--- config.mk ---
export PLATFORM = sky130hd
export DESIGN_NAME = systolic_output_writeback
export DESIGN_NICKNAME = d
export VERILOG_FILES = /design/src/rtl/systolic_pkg.sv /design/src/rtl/wb_deskew_buffer.sv /design/src/rtl/systolic_output_writeback.sv
export SDC_FILE = /design/constraint.sdc
export NUM_CORES = 1
export LEC_CHECK = 0
export CORE_AREA = 5 5 248 250
export DETAILED_ROUTE_END_ITERATION = 8
export DIE_AREA = 0 0 253 255
export DONT_BUFFER_PORTS = 1
export PLACE_DENSITY = 0.37
export SLEW_MARGIN = 40
export SYNTH_ARGS = -nofsm -noshare
export SYNTH_HDL_FRONTEND = slang
export SYNTH_SLANG_ARGS = --single-unit
export TNS_END_PERCENT = 100
--- constraint.sdc ---
create_clock -name clk -period 5.2 [get_ports clk]
set_clock_uncertainty 0.1 [all_clocks]
set_input_delay 1.04 -clock clk [delete_from_list [all_inputs] [get_ports clk]]
set_output_delay 1.04 -clock clk [all_outputs]
set_load 0.01 [all_outputs]
--- src/rtl/systolic_pkg.sv ---
// Shared types and constants for the systolic array output path.
package systolic_pkg;

  // BRAM address bus width.
  localparam int MEM_ADDR_W = 32;

  // Default array geometry; the row-word type is sized from it.
  localparam int DEF_COLS      = 4;
  localparam int DEF_WORD_SIZE = 16;

  // One complete output row as written to the BRAM.
  typedef logic [DEF_COLS*DEF_WORD_SIZE-1:0] row_word_t;

  // Write-back sequencing states.
  typedef enum logic [1:0] {
    IDLE,
    CAPTURE,
    DRAIN,
    DONE
  } wb_state_t;

endpackage

--- src/rtl/wb_deskew_buffer.sv ---
// ROWS x COLS de-skew storage with per-column fill counters.
// row_complete and rd_data look ahead through the current capture so the
// top can register a row write on the same edge that stores its last element.
module wb_deskew_buffer #(
  parameter int ROWS      = 4,
  parameter int COLS      = 4,
  parameter int WORD_SIZE = 16,
  parameter int CNT_W     = $clog2(ROWS + 1)
) (
  input  logic                      clk,
  input  logic                      rst,
  input  logic                      clear,
  input  logic                      capture_en,
  input  logic [COLS-1:0]           eff_valid,
  input  logic [COLS*WORD_SIZE-1:0] eff_data,
  input  logic [CNT_W-1:0]          rd_row,
  output logic                      row_complete,
  output logic [COLS*WORD_SIZE-1:0] rd_data,
  output logic                      all_full,
  output logic                      overflow
);

  localparam int              IDX_W = (ROWS > 1) ? $clog2(ROWS) : 1;
  localparam logic [CNT_W-1:0] FULL = CNT_W'(ROWS);

  logic [CNT_W-1:0]     col_cnt [COLS];
  logic [WORD_SIZE-1:0] mem     [ROWS][COLS];
  logic [COLS-1:0]      take;
  logic [COLS-1:0]      ovf_hit;
  logic [CNT_W-1:0]     cnt_next;

  // Per-column accept/drop decisions, fill status and look-ahead row read.
  // NOTE: every output of this block gets a default first so no latch is inferred.
  always_comb begin
    take         = '0;
    ovf_hit      = '0;
    cnt_next     = '0;
    all_full     = 1'b1;
    row_complete = (rd_row < FULL);
    rd_data      = '0;
    for (int c = 0; c < COLS; c++) begin
      take[c]    = capture_en && eff_valid[c] && (col_cnt[c] != FULL);
      ovf_hit[c] = capture_en && eff_valid[c] && (col_cnt[c] == FULL);
      if (col_cnt[c] != FULL) all_full = 1'b0;
      cnt_next = col_cnt[c] + CNT_W'(take[c]);
      if (cnt_next <= rd_row) row_complete = 1'b0;
      // Forward the element being captured now if it belongs to the read row.
      if (take[c] && (col_cnt[c] == rd_row))
        rd_data[c*WORD_SIZE +: WORD_SIZE] = eff_data[c*WORD_SIZE +: WORD_SIZE];
      else
        rd_data[c*WORD_SIZE +: WORD_SIZE] = mem[rd_row[IDX_W-1:0]][c];
    end
    overflow = |ovf_hit;
  end

  // Column fill counters: cleared on a new matrix, bumped per accepted element.
  // NOTE: sequential state uses non-blocking assignments so all registers update together.
  always_ff @(posedge clk or negedge rst) begin
    if (!rst) begin
      for (int c = 0; c < COLS; c++) col_cnt[c] <= '0;
    end else if (clear) begin
      for (int c = 0; c < COLS; c++) col_cnt[c] <= '0;
    end else begin
      for (int c = 0; c < COLS; c++)
        if (take[c]) col_cnt[c] <= col_cnt[c] + 1'b1;
    end
  end

  // Element storage, addressed by the column's current fill count.
  // NOTE: the storage array is not reset; counters gate every read of stale entries.
  always_ff @(posedge clk) begin
    for (int c = 0; c < COLS; c++)
      if (take[c]) mem[col_cnt[c][IDX_W-1:0]][c] <= eff_data[c*WORD_SIZE +: WORD_SIZE];
  end

endmodule

--- src/rtl/systolic_output_writeback.sv ---
// Systolic array output write-back: de-skews column results into rows and
// writes one row per BRAM word, pulsing done after the last row.
// Optional feature macro: WPROXY_MERGE_EN (merges weight-proxy valids/data).
module systolic_output_writeback
  import systolic_pkg::*;
#(
  parameter int ROWS           = 4,
  parameter int COLS           = 4,
  parameter int WORD_SIZE      = 16,
  parameter int MEM_PORT_WIDTH = COLS * WORD_SIZE,
  parameter int BASE_ADDR      = 0
) (
  input  logic                      clk,
  input  logic                      rst,
  input  logic                      start,
  input  logic [COLS-1:0]           col_valid,
  input  logic [COLS*WORD_SIZE-1:0] col_data,
`ifdef WPROXY_MERGE_EN
  input  logic [COLS-1:0]           proxy_valid,
  input  logic [COLS*WORD_SIZE-1:0] proxy_data,
`endif
  output logic [MEM_ADDR_W-1:0]     out_mem_addr,
  output logic                      out_mem_wr_en,
  output logic [MEM_PORT_WIDTH-1:0] out_mem_wr_data,
  output logic                      busy,
  output logic                      done,
  output logic                      overflow_err
);

  localparam int CNT_W = $clog2(ROWS + 1);
  localparam logic [CNT_W-1:0] LAST = CNT_W'(ROWS);

  wb_state_t                 state, state_nx;
  logic [CNT_W-1:0]          wr_row;
  logic [COLS-1:0]           eff_valid;
  logic [COLS*WORD_SIZE-1:0] eff_data;
  logic                      accept, in_flight, do_write;
  logic                      row_complete, all_full, overflow;
  logic [COLS*WORD_SIZE-1:0] rd_data;

  // Effective column valid/data, with the proxy taking priority when merged.
  always_comb begin
`ifdef WPROXY_MERGE_EN
    eff_valid = col_valid | proxy_valid;
    eff_data  = col_data;
    for (int c = 0; c < COLS; c++)
      if (proxy_valid[c]) eff_data[c*WORD_SIZE +: WORD_SIZE] = proxy_data[c*WORD_SIZE +: WORD_SIZE];
`else
    eff_valid = col_valid;
    eff_data  = col_data;
`endif
  end

  assign accept    = (state == IDLE) && start;
  assign in_flight = (state == CAPTURE) || (state == DRAIN);
  assign do_write  = in_flight && row_complete;

  wb_deskew_buffer #(
    .ROWS      (ROWS),
    .COLS      (COLS),
    .WORD_SIZE (WORD_SIZE),
    .CNT_W     (CNT_W)
  ) u_buf (
    .clk          (clk),
    .rst          (rst),
    .clear        (accept),
    .capture_en   (in_flight),
    .eff_valid    (eff_valid),
    .eff_data     (eff_data),
    .rd_row       (wr_row),
    .row_complete (row_complete),
    .rd_data      (rd_data),
    .all_full     (all_full),
    .overflow     (overflow)
  );

  // Next-state logic; finishing the last row wins over entering DRAIN.
  always_comb begin
    state_nx = state;
    unique case (state)
      IDLE:    if (start) state_nx = CAPTURE;
      CAPTURE: if (wr_row == LAST) state_nx = DONE;
               else if (all_full) state_nx = DRAIN;
      DRAIN:   if (wr_row == LAST) state_nx = DONE;
      DONE:    state_nx = IDLE;
      default: state_nx = IDLE;
    endcase
  end

  // State register with registered busy/done decoded from the next state.
  always_ff @(posedge clk or negedge rst) begin
    if (!rst) begin
      state <= IDLE;
      busy  <= 1'b0;
      done  <= 1'b0;
    end else begin
      state <= state_nx;
      busy  <= (state_nx == CAPTURE) || (state_nx == DRAIN);
      done  <= (state_nx == DONE);
    end
  end

  // Row pointer and sticky overflow flag, both cleared by an accepted start.
  always_ff @(posedge clk or negedge rst) begin
    if (!rst) begin
      wr_row       <= '0;
      overflow_err <= 1'b0;
    end else if (accept) begin
      wr_row       <= '0;
      overflow_err <= 1'b0;
    end else begin
      if (do_write) wr_row <= wr_row + 1'b1;
      if (overflow) overflow_err <= 1'b1;
    end
  end

  // BRAM write port: single-cycle strobe, address/data held between writes.
  always_ff @(posedge clk or negedge rst) begin
    if (!rst) begin
      out_mem_wr_en   <= 1'b0;
      out_mem_addr    <= '0;
      out_mem_wr_data <= '0;
    end else begin
      out_mem_wr_en <= do_write;
      if (do_write) begin
        out_mem_addr    <= MEM_ADDR_W'(BASE_ADDR) + MEM_ADDR_W'(wr_row);
        out_mem_wr_data <= rd_data;
      end
    end
  end

endmodule

==> Word-level counts from Yosys, hierarchy flattened <==
Memory sizes are Yosys's and may differ from the RTL's.
Cells that the tools add are included.
{ "op_classes": {"magnitude_cmp": 5, "n_reduce_logical": 28, "eq_ne": 19, "muxes": 34, "addsub": 9} }
{ "op_table": {"columns": ["cell", "count"], "rows": [
  ["two-way mux 16 bit", 4],
  ["logical AND 1 bit", 18],
  ["two-way mux 1 bit", 18],
  ["two-way mux 3 bit", 6],
  ["adder 3 x 1 -> 3 bit (second input constant)", 5],
  ["== test 3 bit (second input constant)", 5],
  ["adder 3 x 1 -> 3 bit", 4],
  ["== test 3 bit", 4],
  ["<= comparator 3 bit", 4],
  ["two-way mux 12 bit", 1],
  ["inequality test 3 bit (second input constant)", 4],
  ["nonzero test 2 bit", 6],
  ["== test 2 bit (second input constant)", 4],
  ["two-way mux 2 bit", 4],
  ["one-hot mux 2 bit (4 select lines)", 1],
  ["== test 2 x 1 -> 1 bit (second input constant)", 2],
  ["OR reduction 4 bit", 1],
  ["< comparator 3 bit (second input constant)", 1],
  ["logical NOT 2 bit", 1],
  ["logical OR 1 bit", 2]
]} }
{ "word_totals": {"ramBits": 256, "out_inout_bits": 100, "ff_bits": 88, "memories": 1, "word_cells": 108, "inputBits": 71} }
{ "mem_list": {"columns": ["memory", "depth", "word_bits", "read_ports", "rd_ports_with_merged_regs", "write_ports", "line_no", "rtl"], "rows": [
  ["u_buf.mem", 4, 64, 1, 0, 4, "wb_deskew_buffer.sv:27", "logic [WORD_SIZE-1:0] mem [ROWS][COLS];"]
]} }

==> Longest topological paths before layout <==
{ "depth": {"depth_word": 13, "depth_mapped": 16, "ltp_nobuf": 13} }

==> Modules after synthesis <==
Synthesis repeated with hierarchy kept, for this count alone.
{ "hier_totals": {"cells_unflattened": 797, "hier_area_um2": 15092.0} }
{ "by_module_without_submodules": {"columns": ["module", "instances", "seq_area_each_um2", "cells_per_inst", "area_per_inst_um2"], "rows": [
  ["wb_deskew_buffer", 1, 7987.7, 578, 11757.5],
  ["systolic_output_writeback", 1, 1901.8, 219, 3334.4]
]} }

==> Worst setup path before layout <==
No wires, ideal clock.
{ "synth_timing": {"kind": "in2reg", "startpoint": "input col_valid[3]", "endpoint": "register out_mem_addr[2]", "arrival_time_ps": 3202, "slack_ps": 1779, "required_ps": 4981, "n_path_buf": 3, "path_stages": 13, "setup_ps": 119, "cell_sequence": "and3_1 buf_4 ha_1 ha_1 xor2_1 ha_1 and3_1 a31oi_1 o211ai_2 or2_1 buf_6 buf_6 and2_1"} }
{ "synth_between": {"elab_chain_len": 6} }
{ "synth_lines": {"columns": ["item", "line_no", "rtl"], "rows": [
  ["start: declaration", "systolic_output_writeback.sv:16", "input logic [COLS-1:0] col_valid,"],
  ["logical AND 1 bit (2 in series)", "wb_deskew_buffer.sv:42", "take[c] = capture_en && eff_valid[c] && (col_cnt[c] != FULL);"],
  ["adder 3 x 1 -> 3 bit", "wb_deskew_buffer.sv:45", "cnt_next = col_cnt[c] + CNT_W'(take[c]);"],
  ["<= comparator 3 bit", "wb_deskew_buffer.sv:46", "if (cnt_next <= rd_row) row_complete = 1'b0;"],
  ["two-way mux 1 bit", "wb_deskew_buffer.sv:46", null],
  ["logical AND 1 bit", "systolic_output_writeback.sv:56", "assign do_write = in_flight && row_complete;"],
  ["end signal: assignment", "systolic_output_writeback.sv:126", "out_mem_addr <= MEM_ADDR_W'(BASE_ADDR) + MEM_ADDR_W'(wr_row);"],
  ["end: declaration", "systolic_output_writeback.sv:22", "output logic [MEM_ADDR_W-1:0] out_mem_addr,"]
]} }
No other way between the ends.
A chain may end at the register's enable or synchronous reset.

==> Final worst setup path <==
{ "layout_timing": {"startpoint": "register state[1]", "endpoint": "register wr_row[0]"} }
{ "layout_between": {"elab_chain_len": 12, "elab_cells_between_ends": 28, "classes_between": "add/sub: 4; order compare: 4; eq/ne: 2; mux: 5; reduce/logical: 13"} }
{ "layout_lines": {"columns": ["item", "line_no", "rtl"], "rows": [
  ["start: declaration", "systolic_output_writeback.sv:33", "wb_state_t state, state_nx;"],
  ["start signal: assignment", "systolic_output_writeback.sv:97", "state <= state_nx;"],
  ["== test 2 x 1 -> 1 bit / == test 2 bit (equally long branches)", "systolic_output_writeback.sv:55", "assign in_flight = (state == CAPTURE) || (state == DRAIN);"],
  ["logical OR 1 bit", "systolic_output_writeback.sv:55", null],
  ["logical AND 1 bit (2 in series)", "wb_deskew_buffer.sv:42", null],
  ["adder 3 x 1 -> 3 bit", "wb_deskew_buffer.sv:45", null],
  ["<= comparator 3 bit", "wb_deskew_buffer.sv:46", null],
  ["two-way mux 1 bit (4 in series)", "wb_deskew_buffer.sv:46", null],
  ["logical AND 1 bit", "systolic_output_writeback.sv:56", null],
  ["nonzero test 2 bit (no line)", null, null],
  ["end signal: assignment", "systolic_output_writeback.sv:112", "if (do_write) wr_row <= wr_row + 1'b1;"],
  ["end: declaration", "systolic_output_writeback.sv:34", "logic [CNT_W-1:0] wr_row;"]
]} }
Several ways; a longest one is shown, not always the timed one.

==> results.md <==
* Outcome: finished, final reports clean
* CP peak stage delay at 0.43 ns
* Area growth syn-to-layout at 14.1%
* Worst path bufs/invs at 3
* Final ANT Viol Nets at 0
* Routability congestion estimate at 0.692
* Vias in the first global route at 7,916
* Tightest Pin Transition at 0.749 ns
* Reg-to-Reg End: wr_row[0]
* Crit Reg-Reg Startpoint: state[1]
* Delay-heaviest family, CP: adder cells
* I/O Buffers at 0
* # rows at 89
* Clock transition at path regs at 0.06 ns
* Pre-Repair DR Iteration Count at 4
* Crit-path slowest cell: ha_1
* CTS Root Cell: clkbuf_16
* Worst-Skew Late Latency at 0.56 ns
* Critical path peak fanout at 37
* Post-detail-place hpwl at 21,800 um
* DP Area at 0.0153 mm2
* Drt drc at 0
* H-tree levels at 2
* HP Class: in2async
* Final hold violation count at 0
* WS Path Type: reg2reg
* Fin crit share at 75.1%
* Slew HR at 50.0%
* Initial antenna violation count at 0
* Post-synthesis cell area at 0.0146 mm2
* Leakage Power at 6.06 nW
* Post-synthesis sequential area ratio at 67.7%
* Max Fclk at 256 MHz
* Gr ovfl total at 0
* First-pass GRT wire length at 53,800 um
* Total CTS buffers at 41
* CTS tree: built
* VDD IR max at 0.000274 V
* Wire per inst at 21.6 um
* Cell Chain, Critical Path: inv_1 > ha_1 > and3_1 > ha_1 > ha_1 > xor2_1 > ha_1 > and3_1 > a31oi_1 > o211ai_4 > buf_4 > buf_12 > or3_1 > a21oi_1
* Initial Util at 24.9%
* Clock tree buffer depth at 3
* Critical path data arrival time at 4.28 ns
* Die area at 0.0645 mm2
* Die height at 255 um
* Startpoint types: register
* Core area at 0.0588 mm2
* Post-route cell area at 0.0167 mm2
* CTS Sinks at 344
* Ports at 171
* Share of cells above drive strength 1 at 17.9%
* Die Width at 253 um
* Unrepaired setup endpoints after global routing: no
* Power density cells at 519 mW/mm2
* Flops & latches, synth at 344
* TNS Setup at 0 ns
* Post-CTS sizing at 0
* Worst reg2reg path depth at 14
* GR Util All Layers at 11.1%
* Crit end category: register
* Max-cap viol count at 0
* Cells after synthesis at 863
* Final Slew Violations at 0
* Flop-to-flop setup slack at 1.30 ns
* Hold Buf Count CTS at 0
* Net count, final at 980
* Initial drt markers at 384
* Setup Viol. Count Final at 0
* Via-per-instance ratio at 4.29
* Postcts setup bufs at 0
* Pin count of the biggest net entering global routing at 89
* Final min period at 3.90 ns
* Vias at 7,179
* Most used cell, CP: ha_1
* Total Wirelength at 36,100 um
* Syn Area/Cell at 16.9 um2
* Synth warn at 0
* Yosys cell types at 36
* Critical Path RT at 5.57 ns
[routing by layer]
| metal | wire length (um) | part of all wire [%] | vias to the layer above | global-route usage (%) |
|---|---|---|---|---|
| li1 | - | - | 3258 | - |
| met1 | 15000 | 42 | 3720 | 13.6 |
| met2 | 17800 | 49 | 146 | 18.8 |
| met3 | 2380 | 6.6 | 55 | 3.78 |
| met4 | 863 | 2.4 | 0 | 3.13 |
| met5 | 0 | 0 | - | 0 |
[kinds of logic (layout without fill, tap and decap cells)]
group	count (synthesis)	count (layout)	synth area share, %
AO/OA/AOI/OAI	151	151	5.35
XOR/XNOR	24	24	1.44
adder cells (fa/ha/maj)	43	43	3.68
buffers and inverters	100	107	4.37
flip-flops	344	344	67.7
multiplexers	133	133	14.6
other	1	30	0.0257
AND/OR/NAND/NOR	67	67	2.89
[worst reg2reg max path, delay by kind of cell, from the launching register on]
kind / cells / cell delay [ns]
xor gates and xnor gates: 1 / 0.15
adders and majority gates: 4 / 1.08
buffers and inverters: 3 / 0.66
AOI/OAI and AO/OA: 3 / 0.50
and+or+nand+nor: 3 / 0.94
DFF: 1 / 0.38
[cell type report]
type | instances | area, um2
antenna | 1 | 2.50
sequential | 344 | 9900
clock buffer | 54 | 1150
multi-input combinational | 447 | 4220
fill | 5908 | 42100
timing repair buffer | 14 | 163
tap | 773 | 967
clock inverter | 21 | 209
inverter | 18 | 68.8
[cell usage after synthesis, drive strengths merged]
| master | number | area, um2 |
|---|---|---|
| a21boi | 1 | 7.51 |
| or2 | 1 | 6.26 |
| nor4 | 2 | 12.5 |
| xor2 | 4 | 35.0 |
| mux2i | 69 | 691 |
| nand4 | 6 | 113 |
| buf | 61 | 484 |
| ha | 43 | 538 |
| or3 | 1 | 6.26 |
| xnor2 | 20 | 175 |
| o211ai | 1 | 12.5 |
| inv | 17 | 63.8 |
| clkinv | 1 | 5.00 |
| conb | 1 | 3.75 |
| o31ai | 1 | 7.51 |
| dfrtp | 88 | 2200 |
| o22ai | 2 | 12.5 |
| o21ai | 138 | 691 |
| clkbuf | 21 | 85.1 |
| nand2 | 11 | 41.3 |
| o21a | 1 | 7.51 |
| mux4 | 64 | 1440 |
| and3 | 5 | 31.3 |
| nor2 | 15 | 56.3 |
| o311a | 1 | 11.3 |
| nor2b | 2 | 12.5 |
| and2 | 19 | 119 |
| a21oi | 4 | 20.0 |
| nand3 | 5 | 25.0 |
| edfxtp | 256 | 7690 |
| a31oi | 2 | 12.5 |
[how the worst max path moves through the flow]
stage                                to         start  depth (start not counted)  slack [ns]
finish                        wr_row[0]      state[1]                         14        1.30
global route                  wr_row[0]      state[0]                         14         1.0
CTS                           wr_row[0]      state[0]                         14        1.23
detailed placement            wr_row[0]  col_valid[3]                         12        1.19
global placement    out_mem_wr_data[37]  col_valid[0]                          9        1.20
floorplan               out_mem_addr[2]  col_valid[3]                         13        1.78
[report_power, final]
group	total, W	internal (W)	switching (W)
clock	0.00290	0.00175	0.00115
sequential	0.00391	0.00349	0.000421
combinational	0.00184	0.000671	0.00116
[registers in the layout (all words and copies together) (netlist names)]
register         flops
wr_row               3
state                2
busy                 1
u_buf.mem          256
out_mem_wr_data     64
u_buf.col_cnt       12
overflow_err         1
out_mem_wr_en        1
out_mem_addr         3
done                 1
[cell usage in the layout, fill, tap and decap left out, types with 15 or more instances in the layout]
cell       count
edfxtp_1     256
o21ai_0      107
dfrtp_1       86
mux2i_1       69
mux4_2        64
ha_1          43
clkbuf_16     43
o21ai_1       31
conb_1        29
xnor2_1       20
inv_1         17
nor2_1        15
[through the flow]
stage / hold WS [ns] / cells / util [%] / total power (W) / setup WS [ns]
floorplan: 0.424 / 891 / - / 0.00522 / 1.78
global placement: 0.457 / 1592 / 25.9 / 0.00583 / 1.20
detailed placement: 0.470 / 1596 / 26.0 / 0.00589 / 1.19
CTS: 0.0365 / 1671 / 28.3 / 0.00887 / 1.23
global route: 0.0432 / 1671 / 28.4 / 0.00920 / 0.998
finish: 0.0934 / 1672 / 28.4 / 0.00865 / 1.30
Power figures use the tool's default switching activity.
